### src/rtl/teclado_pkg.sv
// Shared keypad codes, mode encoding and FSM state types for the
// stopwatch/calculator keypad front-end.
package teclado_pkg;

  typedef logic [4:0] tecla_t;

  localparam tecla_t T_0    = 5'd0;
  localparam tecla_t T_1    = 5'd1;
  localparam tecla_t T_2    = 5'd2;
  localparam tecla_t T_3    = 5'd3;
  localparam tecla_t T_4    = 5'd4;
  localparam tecla_t T_5    = 5'd5;
  localparam tecla_t T_6    = 5'd6;
  localparam tecla_t T_7    = 5'd7;
  localparam tecla_t T_8    = 5'd8;
  localparam tecla_t T_9    = 5'd9;
  localparam tecla_t T_A    = 5'd10;
  localparam tecla_t T_B    = 5'd11;
  localparam tecla_t T_C    = 5'd12;
  localparam tecla_t T_D    = 5'd13;
  localparam tecla_t T_ASTE = 5'd14;
  localparam tecla_t T_HASH = 5'd15;
  localparam tecla_t T_NULL = 5'd31;

  localparam logic MODO_CRON = 1'b0;
  localparam logic MODO_CALC = 1'b1;

  typedef enum logic [1:0] {D_IDLE, D_PRESS, D_HELD, D_REL} deb_state_t;
  typedef enum logic {M_CRON, M_CALC} modo_state_t;

endpackage

### src/rtl/controle_teclado_modos_if.sv
// Key-event handshake from the keypad controller to the stopwatch counter
// and calculator consumers.
interface controle_teclado_modos_if;
  import teclado_pkg::*;

  tecla_t ev_code;
  logic   cron_valid;
  logic   cron_ready;
  logic   calc_valid;
  logic   calc_ready;

  modport master (
    output ev_code,
    output cron_valid,
    output calc_valid,
    input  cron_ready,
    input  calc_ready
  );

  modport slave (
    input  ev_code,
    input  cron_valid,
    input  calc_valid,
    output cron_ready,
    output calc_ready
  );

endinterface

### src/rtl/debounce_tecla.sv
// Registers the raw keypad code and debounces it into a one-cycle press
// strobe; held keys do not auto-repeat.
module debounce_tecla
  import teclado_pkg::*;
#(
  parameter int unsigned DEBOUNCE = 20
) (
  input  logic   clk,
  input  logic   rst_n,
  input  tecla_t key,
  output logic   press,
  output tecla_t press_code
);

  localparam logic [7:0] DEB_LAST = 8'(DEBOUNCE - 1);
  localparam bit         SINGLE   = (DEBOUNCE == 1);

  tecla_t     key_q;
  tecla_t     cand;
  logic [7:0] cnt;
  deb_state_t state;

  // cnt holds how many consecutive cycles the current candidate (or NULL,
  // while releasing) has been seen; the transition fires on the cycle that
  // brings it to DEBOUNCE.
  always_ff @(posedge clk or negedge rst_n) begin
    if (!rst_n) begin
      key_q      <= T_NULL;
      cand       <= T_NULL;
      cnt        <= '0;
      state      <= D_IDLE;
      press      <= 1'b0;
      press_code <= T_NULL;
    end else begin
      key_q <= key;
      press <= 1'b0;
      case (state)
        D_IDLE: begin
          if (key_q != T_NULL) begin
            cand <= key_q;
            cnt  <= 8'd1;
            if (SINGLE) begin
              state      <= D_HELD;
              press      <= 1'b1;
              press_code <= key_q;
            end else begin
              state <= D_PRESS;
            end
          end
        end
        D_PRESS: begin
          if (key_q == T_NULL) begin
            state <= D_IDLE;
          end else if (key_q != cand) begin
            cand <= key_q;
            cnt  <= 8'd1;
          end else begin
            cnt <= cnt + 8'd1;
            if (cnt == DEB_LAST) begin
              state      <= D_HELD;
              press      <= 1'b1;
              press_code <= cand;
            end
          end
        end
        D_HELD: begin
          if (key_q == T_NULL) begin
            cnt   <= 8'd1;
            state <= SINGLE ? D_IDLE : D_REL;
          end
        end
        D_REL: begin
          if (key_q != T_NULL) begin
            state <= D_HELD;
          end else begin
            cnt <= cnt + 8'd1;
            if (cnt == DEB_LAST) state <= D_IDLE;
          end
        end
        default: state <= D_IDLE;
      endcase
    end
  end

endmodule

### src/rtl/controle_teclado_modos.sv
// Keypad front-end: debounces presses, runs the CRON/CALC mode FSM and
// forwards non-mode key events to the active consumer via one holding slot.
module controle_teclado_modos
  import teclado_pkg::*;
#(
  parameter int unsigned DEBOUNCE = 20
) (
  input  logic       clk,
  input  logic       rst_n,
  input  tecla_t     key,
  output logic       modo,
  output logic [7:0] drop_cnt,
  controle_teclado_modos_if.master bus
);

  logic        press;
  tecla_t      press_code;
  modo_state_t modo_st;
  logic        accept;
  logic        slot_free;
  logic        is_modo_key;

  debounce_tecla #(.DEBOUNCE(DEBOUNCE)) u_debounce (
    .clk        (clk),
    .rst_n      (rst_n),
    .key        (key),
    .press      (press),
    .press_code (press_code)
  );

  // The slot counts as free when it is being accepted on this same edge.
  always_comb begin
    accept      = (bus.cron_valid & bus.cron_ready) | (bus.calc_valid & bus.calc_ready);
    slot_free   = !(bus.cron_valid | bus.calc_valid) || accept;
    is_modo_key = (modo_st == M_CRON) ? ((press_code == T_HASH) || (press_code == T_ASTE))
                                      : (press_code == T_D);
  end

  always_ff @(posedge clk or negedge rst_n) begin
    if (!rst_n) begin
      modo_st        <= M_CRON;
      bus.ev_code    <= T_NULL;
      bus.cron_valid <= 1'b0;
      bus.calc_valid <= 1'b0;
      drop_cnt       <= '0;
    end else begin
      if (accept) begin
        bus.cron_valid <= 1'b0;
        bus.calc_valid <= 1'b0;
      end
      // Mode keys are also dropped while an event is pending.
      if (press) begin
        if (!slot_free) begin
          if (drop_cnt != 8'hFF) drop_cnt <= drop_cnt + 8'd1;
        end else if (is_modo_key) begin
          modo_st <= (modo_st == M_CRON) ? M_CALC : M_CRON;
        end else begin
          bus.ev_code    <= press_code;
          bus.cron_valid <= (modo_st == M_CRON);
          bus.calc_valid <= (modo_st == M_CALC);
        end
      end
    end
  end

  assign modo = (modo_st == M_CALC) ? MODO_CALC : MODO_CRON;

endmodule

### src/flat_wrapper.sv
// flat-port wrapper written by rule: the top's interface ports become plain ports
module controle_teclado_modos_flat import teclado_pkg::*;
#(
  parameter int unsigned DEBOUNCE = 20
)
  (clk, rst_n, key, modo, drop_cnt, bus_ev_code, bus_cron_valid, bus_calc_valid, bus_cron_ready, bus_calc_ready);
  controle_teclado_modos_if bus_i ();
  input  logic clk;
  input  logic rst_n;
  input  tecla_t key;
  output logic modo;
  output logic [7:0] drop_cnt;
  output wire logic [$bits(bus_i.ev_code)-1:0] bus_ev_code;
  output wire logic [$bits(bus_i.cron_valid)-1:0] bus_cron_valid;
  output wire logic [$bits(bus_i.calc_valid)-1:0] bus_calc_valid;
  input wire logic [$bits(bus_i.cron_ready)-1:0] bus_cron_ready;
  input wire logic [$bits(bus_i.calc_ready)-1:0] bus_calc_ready;
  assign bus_ev_code = bus_i.ev_code;
  assign bus_cron_valid = bus_i.cron_valid;
  assign bus_calc_valid = bus_i.calc_valid;
  assign bus_i.cron_ready = bus_cron_ready;
  assign bus_i.calc_ready = bus_calc_ready;
  controle_teclado_modos #(.DEBOUNCE(DEBOUNCE)) u_core (.clk(clk), .rst_n(rst_n), .key(key), .modo(modo), .drop_cnt(drop_cnt), .bus(bus_i));
endmodule
### config.mk
export PLATFORM = sky130hd
export DESIGN_NAME = controle_teclado_modos_flat
export DESIGN_NICKNAME = d
export VERILOG_FILES = /design/src/rtl/teclado_pkg.sv /design/src/rtl/controle_teclado_modos_if.sv /design/src/rtl/debounce_tecla.sv /design/src/rtl/controle_teclado_modos.sv /design/src/flat_wrapper.sv
export SDC_FILE = /design/constraint.sdc
export NUM_CORES = 1
export LEC_CHECK = 0
export CORE_ASPECT_RATIO = 0.9
export CORE_MARGIN = 1.5
export CORE_UTILIZATION = 52
export CTS_BUF_LIST = sky130_fd_sc_hd__clkbuf_8
export DETAILED_ROUTE_END_ITERATION = 8
export MAX_ROUTING_LAYER = met4
export PLACE_DENSITY = 0.84
export SYNTH_ARGS = -nofsm -noshare
export SYNTH_HDL_FRONTEND = slang
export SYNTH_HIERARCHICAL = 1
export SYNTH_SLANG_ARGS = --single-unit
### constraint.sdc
create_clock -name clk -period 2 [get_ports clk]
set_input_delay 0.2 -clock clk [delete_from_list [all_inputs] [get_ports clk]]
set_output_delay 0.2 -clock clk [all_outputs]
set_load 0.02 [all_outputs]
Yosys cells after proc, flatten, opt, wreduce, memory -nomap -nowiden:

Index checks and enable logic that the tools add are counted.

* input port bits: 9
* output and inout port bits: 16
* register bits: 42
* logic and storage cells: 86

* reduce and logical (&&, ||, !) cells: 12
* bitwise logic cells: 9
* equal/unequal tests: 19
* muxes and demuxes: 33
* add/sub/neg operators: 2

Operator list (count)
* $mux 8: 5
* $pmux 8 s4: 1
* $add 8x1->8 const B: 2
* $eq 5x4->1 const B: 3
* $mux 1: 15
* $mux 5: 3
* $mux 2: 7
* $reduce_and 4->1: 3
* $ne 2x2->1 const B: 5
* $pmux 5 s2: 1
* $ne 3x3->1 const B: 3
* $reduce_and 3->1: 3
* $eq 8x5->1 const B: 1
* $ne 8x8->1 const B: 1
* $pmux 2 s4: 1
* $eq 5x5->1 const B: 1
* $ne 5x5->1: 1
* $ne 5x5->1 const B: 1
* $not 1->1: 5
* $reduce_and 5->1: 1
* $eq 2x2->1 const B: 2
* $and 1x1->1: 2
* $eq 2x1->1 const B: 1
* $logic_not 2->1: 1
* 4 further kinds: 6

Logic depth before layout (Yosys ltp):

Gate-level depths: netlist (run 1).

* depth in word-level cells: 6
* mapped depth: 6
* depth with buffers taken out: 5

By module:

Netlist (run 1), hierarchy kept.

Modules (own cells, without submodules)
* debounce_tecla: area an instance 1312.5 um2, times used 1, sequential area each 669.4 um2, cells an instance 112
* controle_teclado_modos: area an instance 772.0 um2, times used 1, sequential area each 406.6 um2, cells an instance 70

Least setup slack after synthesis (run 1):

Ideal clock, no wire load.

* kind: flip-flop to flip-flop
* start: register u_core.u_debounce.cnt[0]
* end: register u_core.u_debounce.press_code[0]
* slack: 0.028 ns
* library setup time: 0.082 ns
* period minus slack after synthesis: 1.972 ns
* required time: 1.918 ns
* arrival: 1.890 ns
* path buffers: 1
* stages on the path, launching flop included: 7
* cells stage by stage: dfrtp_1 ha_1 and4bb_2 nand2_1 or4_4 buf_6 mux2_4

* word-level cells in the longest chain between the ends: 2

RTL lines
* from (decl): line debounce_tecla.sv:20 `logic [7:0] cnt;`
* from (signal assigned): line debounce_tecla.sv:58 `cnt <= cnt + 8'd1;`
* from (signal assigned): line debounce_tecla.sv:76 `cnt <= cnt + 8'd1;`
* $eq 8x5->1: line debounce_tecla.sv:59 `if (cnt == DEB_LAST) begin`
* $reduce_and 4->1 (no line)
* to (signal assigned): line debounce_tecla.sv:45 `press_code <= key_q;`
* to (signal assigned): line debounce_tecla.sv:62 `press_code <= cand;`
* to (decl): line debounce_tecla.sv:12 `output tecla_t press_code`

Every way passes these cells.
A chain may end at the register's enable or synchronous reset.

Worst setup path in the final report (run 1):

* start: register u_core.u_debounce.cnt[3]
* end: register u_core.u_debounce.press_code[2]

The elaborated chain is that of the path after synthesis.

==> flow_metrics.tcl, run 1 <==
set metrics [dict create \
    fp.dieW_um 69.7 \
    ys_seq_area_share_pct 51.6 \
    syn_area_um2 2080 \
    rsz0062_at_grt "false" \
    yosys.area.top_type "dfrtp_1" \
    min_from "key[1]" \
    core_um2 3780 \
    post-route-period-util_pct 95.8 \
    worst-path-max-fanout 6 \
    via_per_inst 5.84 \
    critPathCaptureType "flip-flop" \
    critPathRequiredTime_ns 2.22 \
    drtAntennaViolNets 0 \
    yosysUniqueCellTypes 53 \
    yosys_most_used_dff "dfrtp_1" \
    syn_nets 193 \
    nFillCells 295 \
    drt_wl_total_um 4030 \
    dp_hpwl_um 2840 \
    timing.hold.ws_ns 0.309 \
    ys.warnings.count 6 \
    port_buffers 24 \
    worst_r2r_startpoint "u_core/u_debounce/cnt[3]$_DFFE_PN0P_" \
    status "completed" \
    wire_per_inst_um 15.3 \
    synth_top_area_share_pct 26.4 \
    slew_headroom_pct 68.2 \
    antenna_cells 0 \
    grt_max_degree 22 \
    cts_setup_buffers 0 \
    cp_data_arrival_time_ns 2.13 \
    cts.clk_slew.worst_paths_ns 0.08 \
    clockBufferDepth 2 \
    numCtsBuffers 5 \
    num-nets-final 228 \
    cts_sinks 42 \
    hold_end "u_core/u_debounce/key_q[1]$_DFF_PN1_" \
    hold_violations 0 \
    finalMaxSlewViolations 0 \
    syn2layout_area_growth_pct 21.7 \
    hold_depth 1 \
    async_flop_share_pct 100 \
    cpPeakStageDelay_ns 0.62 \
    p_leak_nw 1.04 \
    finClkSkew_ns 0.00357 \
    critPathKind "flip-flop to flip-flop" \
    fmax_mhz 522 \
    start_util_pct 55.1 \
    grt_pass1_wl_um 6950 \
    fp-row-count 21 \
    power_mw 1.75 \
    grt_pass1_vias 1488 \
    avgSynthCellArea_um2 11.5 \
    synth_seq_cells 42 \
    synth-edff-count 0 \
    grt_antenna_before_repair 0 \
    crit_path_start_kind "flip-flop" \
    gr-usage-all-layers_pct 20.6 \
    p_per_area_nw_per_um2 690 \
    die_h_um 63.1 \
    place_congestion 0.857 \
    vias 1543 \
    ios 25 \
    clk_latency_ns 0.29 \
    drcViolationCount 0 \
    worstPathCellList "nor4b_2 -> nand2_1 -> or4_4 -> mux2_4" \
    period_minus_slack_ns 1.92 \
    cp_slowest_cell "or4_4" \
    synth_common_cells "22 x dfrtp_1, 21 x nand2_1, 20 x dfstp_2" \
    tightestPinTransition_ns 0.475 \
    drive_above_1_share_pct 28.9 \
    yosysMostFrequentCell "dfrtp_1" \
    maxCapViolations 0 \
    worstRegToRegCells 4 \
    hold_path.class "input pin to flip-flop" \
    peakVddDrop_v 0.000522 \
    worstReg2RegEnd "u_core/u_debounce/press_code[2]$_DFFE_PN1P_" \
    dr.pass1.iters 4 \
    r2r_setup_slack_ns 0.08 \
    htreeDepth 2 \
    cts_tree "done" \
    setup_violations 0 \
    setup_tns_ns 0 \
    grt.overflow.total 0 \
    drtIter0Drc 76 \
    die-area_um2 4400 \
    ys_top_cells_by_area "dfrtp_1 26%, dfstp_2 25%, mux2_2 4.3%" \
    synthCells 182 \
    cts_root_buf "clkbuf_8" \
]
[worst max path at each step]
stage                                              start                                     endpoint  slack (ns)
finish              u_core/u_debounce/cnt[3]$_DFFE_PN0P_  u_core/u_debounce/press_code[2]$_DFFE_PN1P_        0.08
global placement                          bus_cron_ready               u_core/drop_cnt[1]$_DFFE_PN0P_        0.04
CTS                 u_core/u_debounce/cnt[3]$_DFFE_PN0P_  u_core/u_debounce/press_code[2]$_DFFE_PN1P_        0.08
detailed placement                        bus_cron_ready               u_core/drop_cnt[1]$_DFFE_PN0P_        0.02
floorplan           u_core/u_debounce/cnt[0]$_DFFE_PN0P_  u_core/u_debounce/press_code[0]$_DFFE_PN1P_        0.03
global route        u_core/u_debounce/key_q[0]$_DFF_PN1_  u_core/u_debounce/press_code[2]$_DFFE_PN1P_        0.04
[sequential cells by signal, indices dropped and copies added, names as in the netlist, 5 cells and up, named ones only]
signal	count
u_core/u_debounce/press_code	5
u_core/drop_cnt	8
u_core/bus.ev_code	5
u_core/u_debounce/cand	5
u_core/u_debounce/key_q	5
u_core/u_debounce/cnt	8
[report_power, final]
| group | internal [mW] | total, mW | switching, mW |
|---|---|---|---|
| clock network | 0.402 | 0.679 | 0.277 |
| registers | 0.884 | 0.906 | 0.0216 |
| logic | 0.0870 | 0.167 | 0.0800 |
[cell families after synthesis]
| group | after synthesis | share of synthesized area (%) |
|---|---|---|
| multiplexers | 14 | 8.40 |
| AO/OA/AOI/OAI | 36 | 12.9 |
| adder cells (fa/ha/maj) | 2 | 1.20 |
| flip-flops | 42 | 51.6 |
| AND/OR/NAND/NOR | 65 | 18.4 |
| buffers and inverters | 15 | 4.14 |
| XOR/XNOR | 8 | 3.36 |
[final cells by class]
class	count	area, um^2	area share (%)
clock buffers	6	82.6	3.25
clock inverters	2	33.8	1.33
inverters	6	22.5	0.888
multi-input cells	125	930	36.6
flip-flops and latches	42	1080	42.4
well taps	46	57.6	2.27
repair buffers	37	335	13.2
[metrics by stage]
stage,instances,util [%],setup WS (ns),instance area [um^2]
2_1_floorplan,182,-,0.0281,2080
3_3_place_gp,255,63.5,0.0425,2400
3_5_place_dp,255,63.5,0.0217,2400
4_1_cts,264,66.9,0.0793,2530
5_1_grt,264,67.1,0.0389,2540
6_report,264,67.1,0.0848,2540
[worst max-delay path: cells and delay by family (launching register included)]
family           cells  cell delay, ns
multiplexers         1            0.33
AND/OR/NAND/NOR      3            1.08
flip-flops           1            0.44
[routing by layer]
metal  share of wire, %  routed length, um  track usage [%]
met4                1.1                 43             6.49
met5                  0                  0                -
met2                 48               1920             32.2
met1                 47               1880             27.7
met3                4.5                181             3.84
[cells in the final DEF (no fill, tap or decap), types with 2 or more instances in the layout]
cell             netlist  layout
clkdlybuf4s50_1        0      23
dfrtp_1               22      22
nand2_1               21      21
dfstp_2               20      20
buf_4                  0      12
nand3_1                9       9
a211oi_1               8       8
mux2_2                 8       8
inv_1                  6       7
clkbuf_8               1       6
o31ai_1                6       6
xnor2_1                6       6
nor3_1                 6       6
nor2_1                 5       5
a21oi_1                5       5
mux2_4                 5       5
or4_1                  5       5
o21ai_0                3       3
nand3b_1               2       2
o22a_1                 2       2
and3_1                 2       2
nor4b_2                2       2
xor2_1                 2       2
ha_1                   2       2
[timing repair]
action / in CTS / in global routing
endpoints found under the hold margin: 12 / 0
endpoints found under the setup margin: 0 / 1
hold buffers: 1 / 0
resized for setup: 0 / 1
(Power assumes the default switching activity.)
==> inputs of run 2 (changes only) <==
Settings changed: PLACE_DENSITY 0.84 to 0.78.
==> run 2 against run 1 <==
Sequential share of layout area is 0.13 points higher. Count of clock-buffer cells in the layout is 1 lower. Non-clock buffer count stayed put. Core utilization is 0.20 points lower. Total power is 2.1% lower. Clock power is 5.0% lower. Cell area is 0.30% lower. Sequential power is 0.4% lower. Routed wire length is 2.3% higher. Critical endpoint is now u_core/u_debounce/press_code[0]$_DFFE_PN1P_. Highest routed layer unchanged. Largest cell class unchanged.
==> flow_metrics.tcl, run 2 (synthesis results as in run 1) <==
set metrics [dict create \
    critPathRequiredTime_ns 2.22 \
    instances_no_fill 264 \
    cts_sinks 42 \
    cts.clk_slew.worst_paths_ns 0.08 \
    dp_hpwl_um 2910 \
    cp_data_arrival_time_ns 2.11 \
    status "completed" \
    period_minus_slack_ns 1.90 \
    final_area_um2 2530 \
    critPathCaptureType "flip-flop" \
    rsz0062_at_grt "false" \
    setup_violations 0 \
    syn2layout_area_growth_pct 21.4 \
    core_um2 3780 \
    grt_pass1_vias 1534 \
    dr.pass1.iters 4 \
    final_common_cell "clkdlybuf4s50_1" \
    hold_path.class "input pin to flip-flop" \
    crit_path_start_kind "flip-flop" \
    critPathKind "flip-flop to flip-flop" \
    ios 25 \
    drt_wl_total_um 4120 \
    maxCapViolations 0 \
    port_buffers 24 \
    num-nets-final 228 \
    wire_per_inst_um 15.6 \
    dp.cells 255 \
    die-area_um2 4400 \
    peakVddDrop_v 0.000541 \
    vias 1555 \
    p_leak_nw 1.04 \
    grt.overflow.total 0 \
    hold_violations 0 \
    postLayoutCoreUtil_pct 66.9 \
    drtIter0Drc 115 \
    post_dp_cell_area_um2 2400 \
    worst-path-max-fanout 6 \
    tightestPinTransition_ns 0.463 \
    die_h_um 63.1 \
    top_regs "u_core/drop_cnt (8), u_core/u_debounce/cnt (8)" \
    finClkSkew_ns 0.00576 \
    numCtsBuffers 5 \
    p_per_area_nw_per_um2 677 \
    fmax_mhz 527 \
    drcViolationCount 0 \
    mostFrequentLayoutCells "23 x clkdlybuf4s50_1, 22 x dfrtp_1, 21 x nand2_1" \
    cts_setup_buffers 0 \
    cts_root_buf "clkbuf_8" \
    cts_tree "done" \
    post-route-period-util_pct 94.8 \
    clk_latency_ns 0.29 \
    place_congestion 0.900 \
    grt_max_degree 32 \
    power_mw 1.71 \
    htreeDepth 2 \
    fp-row-count 21 \
    drtAntennaViolNets 0 \
    antenna_cells 0 \
    slew_headroom_pct 68.9 \
    via_per_inst 5.89 \
    start_util_pct 55.1 \
    gr-usage-all-layers_pct 21.4 \
    finalMaxSlewViolations 0 \
    drive_above_1_share_pct 29.4 \
    grt_pass1_wl_um 7290 \
    fp.dieW_um 69.7 \
    grt_antenna_before_repair 0 \
    clockBufferDepth 2 \
]
-- run 2: worst max-delay path, stage by stage (launching register included) --
cell	delay [ns]
dfrtp_1	0.45
nor4b_2	0.32
nand2_1	0.11
or4_4	0.62
mux2_4	0.33
-- run 2: report_power, final --
part	total, mW	leakage, nW	internal (mW)	switching, mW
clock	0.645	0.0579	0.367	0.278
sequential	0.902	0.496	0.884	0.0185
combinational	0.166	0.485	0.0873	0.0790
total	1.71	1.04	1.34	0.376
-- run 2: layout make-up --
| cell class | instances | area, um^2 |
|---|---|---|
| Tap cell | 46 | 57.6 |
| Fill cell | 299 | 1250 |
| Multi-Input combinational cell | 125 | 930 |
| Sequential cell | 42 | 1080 |
| Clock buffer | 5 | 68.8 |
| Clock inverter | 3 | 40.0 |
| Inverter | 6 | 22.5 |
| Timing Repair Buffer | 37 | 335 |
-- run 2: what timing repair did --
action / CTS / global route
hold buffers: 1 / 0
gates resized for setup: 0 / 1
hold endpoints to repair: 11 / 0
setup endpoints to repair: 0 / 2
-- run 2: worst paths after layout --
path | start | to | slack (ns) | cells past startpoint
worst min-delay path | key[0] | u_core/u_debounce/key_q[0]$_DFF_PN1_ | 0.31 | 1
worst min register to register | u_core/u_debounce/cand[0]$_DFFE_PN1P_ | u_core/u_debounce/cand[0]$_DFFE_PN1P_ | 0.48 | 2
min in group asynchronous | rst_n | u_core/drop_cnt[4]$_DFFE_PN0P_ | 0.32 | 2
max in group asynchronous | rst_n | u_core/u_debounce/press_code[4]$_DFFE_PN1P_ | 0.98 | 3
worst max-delay path | u_core/u_debounce/cnt[3]$_DFFE_PN0P_ | u_core/u_debounce/press_code[0]$_DFFE_PN1P_ | 0.10 | 4
worst max register to register | u_core/u_debounce/cnt[3]$_DFFE_PN0P_ | u_core/u_debounce/press_code[0]$_DFFE_PN1P_ | 0.10 | 4
-- run 2: routing by layer --
metal	GRT usage, %	share of wire, %	vias to the layer above
li1	-	-	744
met1	27.2	44	761
met2	35.9	51	45
met3	4.32	4.1	5
met4	5.05	0.75	0
met5	-	0	-
-- run 2: metrics by stage --
| step | hold slack [ns] | TNS (ns) | setup slack (ns) |
|---|---|---|---|
| 3_5_place_dp | 0.0905 | -0.00289 | -0.00289 |
| 3_3_place_gp | 0.0890 | 0 | 0.0468 |
| 2_1_floorplan | -0.0956 | 0 | 0.0281 |
| 5_1_grt | 0.302 | 0 | 0.0137 |
| 6_report | 0.307 | 0 | 0.103 |
| 4_1_cts | 0.301 | 0 | 0.0870 |
